$ cat config.mk
export PLATFORM = sky130hd
export DESIGN_NAME = cmp_bist_ctrl
export DESIGN_NICKNAME = d
export VERILOG_FILES = /design/src/rtl/cmp_bist_pkg.sv /design/src/rtl/cmp_bist_golden.sv /design/src/rtl/cmp_bist_ctrl.sv
export SDC_FILE = /design/constraint.sdc
export NUM_CORES = 1
export LEC_CHECK = 0
export CORE_MARGIN = 2
export CORE_UTILIZATION = 53
export DETAILED_ROUTE_END_ITERATION = 12
export PLACE_DENSITY_LB_ADDON = 0.3
export SLEW_MARGIN = 25
export SYNTH_ARGS = -nofsm -noshare
export SYNTH_HDL_FRONTEND = slang
export SYNTH_SLANG_ARGS = --single-unit
export TNS_END_PERCENT = 30
$ cat constraint.sdc
create_clock -name clk -period 4.55 [get_ports clk]
set_input_delay 1.1375 -clock clk [delete_from_list [all_inputs] [get_ports clk]]
set_output_delay 1.1375 -clock clk [all_outputs]
set_load 0.05 [all_outputs]
$ cat src/rtl/cmp_bist_pkg.sv
// Shared definitions for the comparator BIST controller: FSM encoding and
// derived sizes of the vector space and the mismatch counter.
package cmp_bist_pkg;

    localparam logic [1:0] ST_IDLE = 2'd0;
    localparam logic [1:0] ST_RUN  = 2'd1;
    localparam logic [1:0] ST_DONE = 2'd2;

    localparam int DEF_WIDTH = 2;
    localparam int NVEC      = 2 ** (2 * DEF_WIDTH);
    localparam int CNT_W     = 2 * DEF_WIDTH + 1;

    function automatic int nvec_of(input int width);
        return 2 ** (2 * width);
    endfunction

    function automatic int cnt_w_of(input int width);
        return 2 * width + 1;
    endfunction

endpackage

$ cat src/rtl/cmp_bist_golden.sv
// Golden reference for the comparator under test: unsigned a > b.
module cmp_bist_golden #(
    parameter int WIDTH = 2
) (
    input  logic [WIDTH-1:0] a,
    input  logic [WIDTH-1:0] b,
    output logic             gt
);

    assign gt = (a > b);

endmodule

$ cat src/rtl/cmp_bist_ctrl.sv
// Exhaustive self-checking BIST sequencer for a WIDTH-bit greater-than
// comparator: sweeps every {a,b}, compares dut_gt with the golden result.
module cmp_bist_ctrl
    import cmp_bist_pkg::*;
#(
    parameter int WIDTH  = 2,
    parameter int SETTLE = 1
) (
    input  logic               clk,
    input  logic               reset,
    input  logic               start,
    output logic [WIDTH-1:0]   a_out,
    output logic [WIDTH-1:0]   b_out,
    input  logic               dut_gt,
    output logic               busy,
    output logic               done,
    output logic               pass,
    output logic [2*WIDTH:0]   err_count,
    output logic [WIDTH-1:0]   fail_a,
    output logic [WIDTH-1:0]   fail_b
);

    localparam int VEC_W = 2 * WIDTH;
    localparam int C_W   = cnt_w_of(WIDTH);
    localparam int WC_W  = (SETTLE < 1) ? 1 : $clog2(SETTLE + 1);

    logic [1:0]       state_reg,  state_next;
    logic [VEC_W-1:0] vec_reg,    vec_next;
    logic [WC_W-1:0]  wait_reg,   wait_next;
    logic [C_W-1:0]   err_reg,    err_next;
    logic [WIDTH-1:0] fail_a_reg, fail_a_next;
    logic [WIDTH-1:0] fail_b_reg, fail_b_next;
    logic             first_reg,  first_next;

    logic golden_gt;
    logic sample;
    logic mismatch;

    // The vector register is the operand output register itself, so the
    // operands hold the last vector in DONE and read 0 after reset.
    assign a_out = vec_reg[VEC_W-1:WIDTH];
    assign b_out = vec_reg[WIDTH-1:0];

    cmp_bist_golden #(.WIDTH(WIDTH)) u_golden (
        .a  (a_out),
        .b  (b_out),
        .gt (golden_gt)
    );

    assign sample   = (wait_reg == WC_W'(SETTLE));
    assign mismatch = (dut_gt != golden_gt);

    always_comb begin
        state_next  = state_reg;
        vec_next    = vec_reg;
        wait_next   = wait_reg;
        err_next    = err_reg;
        fail_a_next = fail_a_reg;
        fail_b_next = fail_b_reg;
        first_next  = first_reg;

        case (state_reg)
            ST_IDLE, ST_DONE: begin
                if (start) begin
                    state_next  = ST_RUN;
                    vec_next    = '0;
                    wait_next   = '0;
                    err_next    = '0;
                    fail_a_next = '0;
                    fail_b_next = '0;
                    first_next  = 1'b0;
                end
            end
            ST_RUN: begin
                if (!sample) begin
                    wait_next = wait_reg + 1'b1;
                end else begin
                    if (mismatch) begin
                        if (err_reg != {C_W{1'b1}}) begin
                            err_next = err_reg + 1'b1;
                        end
                        if (!first_reg) begin
                            fail_a_next = a_out;
                            fail_b_next = b_out;
                            first_next  = 1'b1;
                        end
                    end
                    if (vec_reg == {VEC_W{1'b1}}) begin
                        state_next = ST_DONE;
                    end else begin
                        vec_next  = vec_reg + 1'b1;
                        wait_next = '0;
                    end
                end
            end
            default: state_next = ST_IDLE;
        endcase
    end

    always_ff @(posedge clk or posedge reset) begin
        if (reset) begin
            state_reg  <= ST_IDLE;
            vec_reg    <= '0;
            wait_reg   <= '0;
            err_reg    <= '0;
            fail_a_reg <= '0;
            fail_b_reg <= '0;
            first_reg  <= 1'b0;
        end else begin
            state_reg  <= state_next;
            vec_reg    <= vec_next;
            wait_reg   <= wait_next;
            err_reg    <= err_next;
            fail_a_reg <= fail_a_next;
            fail_b_reg <= fail_b_next;
            first_reg  <= first_next;
        end
    end

    assign busy      = (state_reg == ST_RUN);
    assign done      = (state_reg == ST_DONE);
    assign pass      = done && (err_reg == '0);
    assign err_count = err_reg;
    assign fail_a    = fail_a_reg;
    assign fail_b    = fail_b_reg;

endmodule

# --- Word level (Yosys, flattened, before mapping) ---
# Index checks and enable logic that the tools add are counted.
op_classes:
  mux: 29
  n_reduce_logical: 11
  add_sub_neg: 3
  order_cmp: 1
  eq_ne: 12
op_table:
  columns: ["op", "count"]
  rows:
  - ["$mux 2", 10]
  - ["$mux 5", 4]
  - ["$mux 4", 3]
  - ["$pmux 2 s2", 3]
  - ["$pmux 5 s2", 1]
  - ["$reduce_and 5->1", 2]
  - ["$ne 2x1->1 const B", 4]
  - ["$pmux 4 s2", 1]
  - ["$reduce_and 4->1", 2]
  - ["$ne 2x2->1 const B", 3]
  - ["$add 5x1->5 const B", 1]
  - ["$logic_not 5->1", 1]
  - ["$mux 1", 5]
  - ["$ne 5x5->1 const B", 1]
  - ["$add 4x1->4 const B", 1]
  - ["$eq 4x4->1 const B", 1]
  - ["$pmux 1 s2", 2]
  - ["$reduce_and 3->1", 1]
  - ["$eq 2x1->1 const B", 1]
  - ["$eq 2x2->1 const B", 1]
  - ["$gt 2x2->1", 1]
  - ["$logic_not 2->1", 1]
  - ["$reduce_and 2->1", 1]
  - ["$reduce_bool 2->1", 1]
  - ["4 further kinds", 4]
totals:
  out_inout_bits: 16
  input_bits: 4
  register_bits: 17

# --- Longest topological paths before layout ---
# Gate-level depths: netlist of the first run.
logic_depth:
  ltp_word: 5
  depth_mapped: 7
  ltp_nobuf: 7

# --- By module ---
# Synthesis of the first run repeated with hierarchy kept, for this count alone.
hier_totals:
  hier_cells: 105
  area_unflattened_um2: 1022.2
by_module_without_submodules:
  columns: ["module", "n_inst", "area_each_um2", "seq_area_each_um2", "cells_each"]
  rows:
  - ["cmp_bist_ctrl", 1, 974.7, 425.4, 99]
  - ["cmp_bist_golden", 1, 47.5, 0.0, 6]

# --- Worst setup path before layout of the first run ---
# No wires, ideal clock.
synth_path:
  kind: "reg-to-output"
  from: "register err_reg[0], in the netlist err_count[0]"
  to: "output pass"
  t_arrival_ns: 2.339
  required_time_ns: 3.413
  path_slack_ns: 1.074
  n_path_buf: 0
  stages_incl_launch_ff: 5
  path_cell_list: "dfrtp_1 -> inv_1 -> ha_1 -> nand2b_1 -> nor4_1"
synth_via:
  elab_chain_cells: 2
synth_rtl:
  columns: ["element", "line_no", "text"]
  rows:
  - ["start: declaration", "cmp_bist_ctrl.sv:30", "logic [C_W-1:0] err_reg, err_next;"]
  - ["start signal: assignment", "cmp_bist_ctrl.sv:113", "err_reg <= err_next;"]
  - ["$logic_not 5->1", "cmp_bist_ctrl.sv:122", "assign pass = done && (err_reg == '0);"]
  - ["$logic_and 1x1->1", "cmp_bist_ctrl.sv:122", null]
  - ["end: declaration", "cmp_bist_ctrl.sv:17", "output logic pass,"]
# Every way passes these cells.

# --- Worst setup path in the final report of the first run ---
# Ends and elaborated chain as after synthesis.

==> results of run 1 <==
==> layout make-up <==
| cell class | instances | area [um2] | area share [%] |
|---|---|---|---|
| repair buffers | 19 | 190 | 16.0 |
| clock buffers | 4 | 26.3 | 2.21 |
| well taps | 25 | 31.3 | 2.63 |
| multi-input cells | 64 | 477 | 40.0 |
| inverters | 11 | 41.3 | 3.47 |
| flip-flops and latches | 17 | 425 | 35.7 |
==> per-stage QoR <==
stage	util (%)	cell area (um2)	hold slack [ns]	cells	setup WS [ns]
4_1_cts	69.7	1190	0.534	140	1.40
6_report	69.7	1190	0.527	140	1.41
5_1_grt	69.7	1190	0.560	140	1.29
2_1_floorplan	-	952	0.484	94	1.07
3_5_place_dp	68.2	1160	0.509	136	1.73
3_3_place_gp	68.2	1160	0.493	136	1.75
==> cell families (layout without fill, tap and decap cells) <==
| kind of cell | count (synthesis) | count (layout) | synth area share [%] |
|---|---|---|---|
| adder cells (fa/ha/maj) | 6 | 6 | 7.88 |
| flip-flops | 17 | 17 | 44.7 |
| multiplexers | 9 | 9 | 9.46 |
| XOR/XNOR | 2 | 2 | 2.63 |
| AO/OA/AOI/OAI | 9 | 9 | 6.57 |
| AND/OR/NAND/NOR | 38 | 38 | 23.5 |
| buffers and inverters | 13 | 34 | 5.26 |
==> per-layer routing <==
layer	GRT usage, %	share of wire, %	up-vias
met1	25.7	48	348
met4	8.57	1.5	0
li1	-	-	358
met5	0	0	-
met3	3.53	4.1	5
met2	30.3	47	18
==> layout by cell type, fill, tap and decap left out <==
cell type	Yosys	routed
mux2i_1	9	9
nor3_2	2	2
clkbuf_4	0	3
inv_1	11	11
nor4_1	2	2
and3_1	1	1
clkbuf_1	1	1
a21oi_1	1	1
ha_1	6	6
clkdlybuf4s50_1	0	19
o211ai_1	1	1
xnor2_1	1	1
dfrtp_1	17	17
nor4b_1	1	1
o21ai_0	4	4
nand4_1	1	1
nand3b_4	1	1
nand2_1	16	16
xor2_2	1	1
nor4_4	1	1
nand3_1	4	4
nand2b_1	3	3
o21a_1	1	1
o21ai_1	1	1
nor2b_1	2	2
nor2_1	3	3
a31o_4	1	1
and2_1	1	1
==> worst register-to-register path, delay by kind of cell, from the launching register on <==
| kind | cells | cell delay, ns |
|---|---|---|
| adder cells (fa/ha/maj) | 1 | 0.28 |
| AO/OA/AOI/OAI | 1 | 0.19 |
| AND/OR/NAND/NOR | 2 | 0.52 |
| XOR/XNOR | 1 | 0.15 |
| flip-flops | 1 | 0.42 |
| buffers and inverters | 1 | 0.18 |
| multiplexers | 1 | 0.22 |
==> path summary, 6_finish.rpt <==
path                                 to  depth (start not counted)  slack, ns
hold / removal             err_count[3]                          1       0.53
hold reg to reg            err_count[3]                          1       0.53
setup reg to reg           err_count[2]                          7       2.55
min in group asynchronous     fail_a[0]                          2       1.22
setup / recovery                   pass                          5       1.41
max in group asynchronous    vec_reg[2]                          2       2.92
==> results_dict.tcl, run 1 <==
set metrics [dict create \
    status "finished clean" \
    gr-total-overflow 0 \
    cts.sinks 17 \
    worstPathArrival_ns 2.00 \
    dr.pass1.iters 4 \
    grt_max_degree 18 \
    critPathTopFamily "buffers and inverters" \
    critPathLaunch "err_count[0]" \
    netlist_top_cells_count "dfrtp_1, nand2_1, inv_1" \
    cp_num_buf_inv 2 \
    cts_buffers 3 \
    yosysTopAreaCellShare_pct 44.7 \
    ctsHtreeMaxLevel 1 \
    fillCellCount 135 \
    die_h_um 46.4 \
    cts_hold_buffers 0 \
    gp_congestion 0.769 \
    antenna_found_initial 0 \
    synth-async-reset-ratio_pct 100 \
    period_share_pct 69.0 \
    vias 729 \
    synth-seq-cells 17 \
    synth_cell_types 27 \
    yosysWarnings 0 \
    worstReg2RegStart "vec_reg[1]" \
    crit_path_end_kind "primary output" \
    cts_tree "built" \
    relSlewSlack_pct 56.9 \
    grt_pass1_vias 672 \
    synth_seq_area_share_pct 44.7 \
    layout-area-overhead-vs-synth_pct 25.1 \
    start_kind "flip-flop" \
    synth-edff-count 0 \
    crit_chain "inv_1, ha_1, nand2b_1, nor4_1, clkdlybuf4s50_1" \
    worst_ep_required_time_ns 3.41 \
    viasPerCell 5.21 \
    hold_path_class "reg -> reg" \
    worstHoldStart "err_count[3]" \
    largest_reg_flops 5 \
    wire_per_inst_um 12.7 \
    setup_violations 0 \
    io_buffers 19 \
    max_stage_delay_ns 0.84 \
    synthCells 94 \
    synth_fp_nets 104 \
    drv_slew 0 \
    clockBufferDepth 2 \
    num_antenna_cells 0 \
    synth_ff_type "dfrtp_1" \
    die_w_um 46.4 \
    cts_setup_buffers 0 \
    critPathMaxFanout 6 \
    dieArea_um2 2150 \
    fin_crit_ns 3.14 \
    cts.clk_slew.worst_paths_ns 0.10 \
    drc_errors 0 \
    drive_above_1_share_pct 7.83 \
    cts_resized 0 \
    syn_avg_cell_area_um2 10.1 \
    core_um2 1710 \
    rsz0062_at_grt "no" \
    synth_area_leaders "dfrtp_1, mux2i_1, ha_1" \
    dr.first_iter.drc_count 8 \
    antenna_left 0 \
    grt_pass1_wl_mm 2.87 \
    max_clock_freq_mhz 319 \
    yosys.area.top_type "dfrtp_1" \
    synth_area_um2 952 \
    root_buffer "clkbuf_4" \
    synth.most_common_cell "dfrtp_1" \
    finalSetupTns_ns 0 \
    routed_wl_mm 1.78 \
    hold_viol 0 \
    clock_skew_ns 0.00271 \
    clk_latency_ns 0.29 \
    io-pin-count 20 \
    worstMarginPinSlew_ns 0.645 \
    critPathSlowestCell "clkdlybuf4s50_1" \
    critPathKind "reg -> out" \
    gr-usage-all-layers_pct 19.3 \
    rows 15 \
    maxCapViolations 0 \
    start_util_pct 55.8 \
    nets 126 \
]
Power of run 1 is left out: the tool's default activity adds up to more than one toggle a clock period on the data nets, which glitch-free logic cannot reach.
==> inputs of run 2 (changes only) <==
CORE_UTILIZATION = 44   (was 53)
clock period = 2.65 ns   (was 4.55 ns; I/O delays follow)
==> run 2 against run 1 <==
Against the previous run: register-to-register slack lost 1.9 ns; worst hold slack gained 0.013 ns; setup slack lost 1.2 ns; global-route usage shrank 3.1 points; count of clock-buffer cells in the layout is the same; largest cell class unchanged; highest routed layer unchanged.
==> results_dict.tcl, run 2 (synthesized netlist as in run 1, its figures left out) <==
set metrics [dict create \
    core_um2 2000 \
    viasPerCell 5.01 \
    placed_cells 138 \
    gr-usage-all-layers_pct 16.1 \
    critPathKind "reg -> out" \
    hold_viol 0 \
    gr-total-overflow 0 \
    die_h_um 50.5 \
    postLayoutCoreUtil_pct 59.9 \
    io_buffers 19 \
    io-pin-count 20 \
    power_mw 1.65 \
    rows 16 \
    wire_per_inst_um 12.6 \
    clock_skew_ns 0.000804 \
    cts_tree "built" \
    cts_hold_buffers 0 \
    stdcell_count 142 \
    antenna_left 0 \
    die_w_um 50.5 \
    pwr-share-comb_pct 61.9 \
    relSlewSlack_pct 57.8 \
    num_antenna_cells 0 \
    dp.final_hpwl_mm 1.31 \
    power_density_nw_per_um2 1370 \
    layout-area-overhead-vs-synth_pct 26.0 \
    seq_power_share_pct 29.4 \
    max_clock_freq_mhz 407 \
    setup_violations 0 \
    antenna_found_initial 0 \
    grt_pass1_vias 688 \
    vias 712 \
    maxCapViolations 0 \
    gp_congestion 0.741 \
    hold_path_class "reg -> reg" \
    clk_latency_ns 0.30 \
    crit_chain "nand2b_1, inv_1, clkdlybuf4s50_1" \
    fillCellCount 186 \
    power_switching_uw 852 \
    period_share_pct 92.6 \
    fin_crit_ns 2.45 \
    dr.first_iter.drc_count 7 \
    rsz0062_at_grt "no" \
    power.share.switching_pct 51.8 \
    status "finished clean" \
    worstMarginPinSlew_ns 0.632 \
    crit_path_end_kind "primary output" \
    clockBufferDepth 2 \
    routed_wl_mm 1.79 \
    critPathSlowestCell "clkdlybuf4s50_1" \
    root_buffer "clkbuf_4" \
    final_cell_mix "dfrtp_1, clkdlybuf4s50_1, nand2_1" \
    power_frac_clock_pct 8.7 \
    ctsHtreeMaxLevel 1 \
    worst_ep_required_time_ns 1.99 \
    largest_reg_flops 5 \
    max_stage_delay_ns 0.79 \
    drc_errors 0 \
    nets 126 \
    finalSetupTns_ns 0 \
    cts_buffers 3 \
    worstPathArrival_ns 1.79 \
    start_kind "flip-flop" \
    dr.pass1.iters 4 \
    start_util_pct 47.6 \
    p_int_uw 794 \
    drv_slew 0 \
    critPathMaxFanout 5 \
    cts_setup_buffers 0 \
    cts.sinks 17 \
    drive_above_1_share_pct 9.57 \
    grt_pass1_wl_mm 3.03 \
    grt_max_degree 18 \
    dieArea_um2 2550 \
    vdd_drop_max_mv 0.752 \
    cts.clk_slew.worst_paths_ns 0.10 \
    leakage_nw 0.548 \
]
==> run 2: cell types whose count changed in the layout (fill, tap and decap cells not counted) <==
cell / change
nor4_1: -1
dlymetal6s2s_1: +1
nor4_2: +1
buf_4: +1
clkdlybuf4s50_1: -2
==> run 2: worst paths after layout <==
check / cells after the start / end / startpoint / slack, ns
worst max-delay path: 3 / done / state_reg[0] / 0.20
worst min-delay path: 2 / fail_b[0] / fail_b[0] / 0.54
worst max register to register: 7 / fail_a[1] / vec_reg[1] / 0.68
worst min register to register: 2 / fail_b[0] / fail_b[0] / 0.54
max in group asynchronous: 2 / sample / reset / 1.51
min in group asynchronous: 2 / first_reg / reset / 0.73
==> run 2: routing by layer <==
layer,wire (um),vias up,global-route usage [%]
met5,0,-,0
met4,37,0,6.76
met3,73,5,3.57
met2,824,20,27.0
met1,852,331,20.1
li1,-,356,-
==> run 2: cell type report <==
type	instances	area, um2	share of cell area [%]
Clock buffer	4	26.3	2.19
Inverter	11	41.3	3.44
Multi-Input combinational cell	64	483	40.3
Sequential cell	17	425	35.5
Tap cell	27	33.8	2.82
Timing Repair Buffer	19	190	15.8
==> run 2: critical path: cells and delay by family, from the launching register on <==
| kind | cells | cell delay, ns |
|---|---|---|
| buffers and inverters | 2 | 0.85 |
| flip-flops | 1 | 0.44 |
| AND/OR/NAND/NOR | 1 | 0.20 |
==> run 2: power groups by stage <==
stage	Combinational [mW]	Clock, mW	Sequential (mW)
floorplan	0.479	0	0.753
global placement	1.01	0	0.482
detailed placement	1.03	0	0.488
CTS	1.03	0.145	0.485
global route	1.11	0.155	0.503
finish	1.02	0.143	0.484
==> run 2: repair_timing <==
item                       CTS  global route
setup endpoints to repair    0             1
gates resized for setup      0             1
hold endpoints to repair     0             0
==> run 2: stage by stage <==
| stage | hold slack (ns) | setup WS, ns | cell area (um2) |
|---|---|---|---|
| after floorplan | 0.484 | 0.233 | 958 |
| after global placement | 0.493 | 0.416 | 1170 |
| after detailed placement | 0.504 | 0.380 | 1170 |
| after CTS | 0.538 | 0.0425 | 1200 |
| after global routing | 0.564 | 0.125 | 1200 |
| final | 0.541 | 0.196 | 1200 |
Note: power is estimated with default switching activity, not from simulation.
